==> src/rtl/bcd_adder.sv <==
// Single-digit registered BCD adder: binary add of two digits plus carry-in,
// decimal correction, one register stage. Optional invalid-digit flag under BCD_ERR_EN.
module bcd_adder (
    input  logic clk,
    input  logic rst_n,
    input  logic A0,
    input  logic A1,
    input  logic A2,
    input  logic A3,
    input  logic B0,
    input  logic B1,
    input  logic B2,
    input  logic B3,
    input  logic Cin,
    output logic S1,
    output logic S2,
    output logic S4,
    output logic S8,
    output logic Cout
`ifdef BCD_ERR_EN
    ,
    output logic Err
`endif
);

    logic [3:0] a_vec;
    logic [3:0] b_vec;
    logic [4:0] bin_sum;
    logic       correct;
    logic [3:0] sum_next;
    logic [3:0] sum_reg;
    logic       cout_reg;

    assign a_vec = {A3, A2, A1, A0};
    assign b_vec = {B3, B2, B1, B0};

    assign bin_sum = {1'b0, a_vec} + {1'b0, b_vec} + {4'b0000, Cin};

    // Sum of 10 or more: add 6 to wrap the low nibble past the unused codes.
    assign correct  = bin_sum[4] | (bin_sum[3] & (bin_sum[2] | bin_sum[1]));
    assign sum_next = correct ? (bin_sum[3:0] + 4'd6) : bin_sum[3:0];

    always_ff @(posedge clk or negedge rst_n) begin
        if (!rst_n) begin
            sum_reg  <= 4'd0;
            cout_reg <= 1'b0;
        end else begin
            sum_reg  <= sum_next;
            cout_reg <= correct;
        end
    end

    assign S1   = sum_reg[0];
    assign S2   = sum_reg[1];
    assign S4   = sum_reg[2];
    assign S8   = sum_reg[3];
    assign Cout = cout_reg;

`ifdef BCD_ERR_EN
    logic err_next;
    logic err_reg;

    assign err_next = (a_vec > 4'd9) | (b_vec > 4'd9);

    always_ff @(posedge clk or negedge rst_n) begin
        if (!rst_n) begin
            err_reg <= 1'b0;
        end else begin
            err_reg <= err_next;
        end
    end

    assign Err = err_reg;
`endif

endmodule

==> config.mk <==
export PLATFORM = sky130hd
export DESIGN_NAME = bcd_adder
export DESIGN_NICKNAME = d
export VERILOG_FILES = /design/src/rtl/bcd_adder.sv
export SDC_FILE = /design/constraint.sdc
export NUM_CORES = 1
export LEC_CHECK = 0
export CAP_MARGIN = 10
export CORE_AREA = 2 2 39 41
export DETAILED_ROUTE_END_ITERATION = 7
export DIE_AREA = 0 0 41 43
export DONT_BUFFER_PORTS = 1
export PLACE_DENSITY_LB_ADDON = 0.1
export SKIP_CTS_REPAIR_TIMING = 1
export SLEW_MARGIN = 20
export SYNTH_ARGS = -nofsm -noshare
export SYNTH_HDL_FRONTEND = slang
export SYNTH_SLANG_ARGS = --single-unit
export TNS_END_PERCENT = 30
==> constraint.sdc <==
create_clock -name clk -period 0.8 [get_ports clk]
set_input_delay 0.24 -clock clk [delete_from_list [all_inputs] [get_ports clk]]
set_output_delay 0.24 -clock clk [all_outputs]
set_load 0.01 [all_outputs]
==> flow_summary.toml <==
[run_status]
status = "finished with violations"
violations = "setup timing"

[clock_tree]
cts_buffers = 3
clkTransAtPathRegs_ns = 0.05
h-tree-depth = 1
cts.sinks = 5
clockBufferDepth = 2
cts_tree = "built"
cts_root_buffer = "clkbuf_4"

[sta]
hold_viol_final = 0
post-route-min-period_ns = 1.99
drv_slew = 0
fmax_ghz = 0.502
worst_slew_pin_slew_ns = 0.325
fin_crit_sh = 2.49
finalSetupTns_ns = -4.68
slew_headroom = 0.781
worst_slack_ns = -1.19
rsz0062_at_grt = "true"
setup_viol = 9

[grt]
grt_pass1_vias = 326
grt_usage = 0.105
grt_pass1_wl_microns = 1190
grt_start_max_net_pins = 6
antenna_found_initial = 0
grt_remaining_overflow = 0

[finish]
fin_cells = 71
nFillCells = 138
largest_reg_flops = 4
nNetsFinal = 74
drive_above_1_share = 0.473
diodes = 0
syn_to_final_growth_pct = 46.9

[job]
cap_violations = 0

[detailed_routing]
first_pass_iters = 1
drc_errors = 0
finalWirelength_microns = 989
vias = 340
drtIter0Drc = 0
routed_via_density = 4.79
wire_per_inst_microns = 13.9
postRouteAntennaNets = 0

[yosys]
syn-num-nets = 58
synth.largest_area_cell = "dfrtp_1"
synth_top_area_frac = 0.297
synth_area_leaders = "dfrtp_1 (30%), ha_1 (15%), fa_1 (9.5%)"
synth.avg_cell_area_sq_um = 10.5
yosys_register_bits = 5
syn_area_sq_um = 422
yosys_warnings = 0
synth_cell_type_count = 20
yosysSeqAreaShare = 0.297
synthCells = 40

[power]
ir_worst_vdd_v = 0.000520
totalPowerFinal_mw = 1.21
p_per_area_nw_per_um2 = 1960
p_leak_nw = 0.288

[die]
core-area_sq_um = 1380
die_area_sq_um = 1760
initial_core_util = 0.305
rows = 14
io_pins = 16
die_w_microns = 41
die_y_microns = 43

[setup_path]
critPathLaunchType = "primary input"
critPathCaptureType = "flop"
required_ns = 0.96
critPathMaxFanout = 5
crit_type = "primary input to flop"
crit_arrival_ns = 2.15

[placement]
gp_congestion = 0.774
numPortBuffers = 0
dpl.cell_count = 63

[worst_hold_path]
hold_path_class = "primary input to asynchronous set/reset pin"
kinds of logic (layout without fill, tap and decap cells):
group                    count (synthesis)  after routing  synth area share
flip-flops                               5              5             0.297
multiplexers                             3              3            0.0712
XOR/XNOR                                 3              3            0.0623
AO/OA/AOI/OAI                            6              6            0.0831
buffers and inverters                    6             21            0.0534
adder cells (fa/ha/maj)                  7              7             0.243
AND/OR/NAND/NOR                         10             10             0.190
Yosys cell counts, drive strengths merged:
| library cell | count |
|---|---|
| nand4b | 1 |
| or2 | 1 |
| nand2b | 2 |
| dfrtp | 5 |
| nand2 | 1 |
| a21oi | 2 |
| nor2b | 2 |
| o2bb2ai | 1 |
| or4 | 1 |
| nor3b | 1 |
| ha | 5 |
| o22ai | 1 |
| xnor2 | 2 |
| mux2i | 3 |
| fa | 2 |
| inv | 6 |
| nor2 | 1 |
| xor2 | 1 |
| o21ai | 2 |
per-stage QoR:
stage	instance area (sq um)	hold WS, ns	util	setup WS, ns
6_report	619	0.290	0.448	-1.19
5_1_grt	619	0.295	0.448	-1.24
4_1_cts	552	-0.311	0.399	-1.25
3_5_place_dp	526	-0.0555	0.380	-1.50
3_3_place_gp	526	-0.0555	0.380	-1.44
2_1_floorplan	453	-0.0556	-	-1.43
critical path, cell delays in order:
cell      delay (ns)
inv_8           0.01
fa_2            0.39
fa_2            0.38
xor2_2          0.18
ha_4            0.19
or4_4           0.43
nand4b_4        0.13
mux2i_1         0.20
final timing paths:
kind	from	endpoint	slack [ns]
min in group clk	Cin	sum_reg[0]	0.29
max in group asynchronous	rst_n	sum_reg[3]	0.32
hold / removal	rst_n	sum_reg[2]	0.29
setup / recovery	Cin	sum_reg[2]	-1.19
routing by layer:
metal / wire length (microns) / global-route usage / share of wire
met4: 0 / 0.100 / 0
met3: 54 / 0.0209 / 0.055
met5: 0 / 0 / 0
met2: 537 / 0.156 / 0.54
met1: 397 / 0.113 / 0.40
layout make-up:
type / count / area [sq um] / area share
clock buffers: 4 / 26.3 / 0.0424
inverters: 6 / 30.0 / 0.0485
multi-input cells: 29 / 333 / 0.537
flip-flops and latches: 5 / 125 / 0.202
well taps: 16 / 20.0 / 0.0323
repair buffers: 11 / 85.1 / 0.137
cell usage in the layout, fill, tap and decap left out, types with 2 or more instances in the layout:
cell and instances:
buf_4 10, clkbuf_4 3, dfrtp_1 5, fa_2 2
ha_1 3, ha_4 2, inv_1 4, mux2i_1 3
nand2b_1 2, o21ai_0 2, xnor2_1 2
report_power, final:
part	internal [mW]	total (mW)	leakage, nW	switching, mW
sequential	0.328	0.396	0.0583	0.0674
combinational	0.289	0.523	0.214	0.234
clock	0.189	0.295	0.0150	0.106
(Power assumes the default switching activity.)
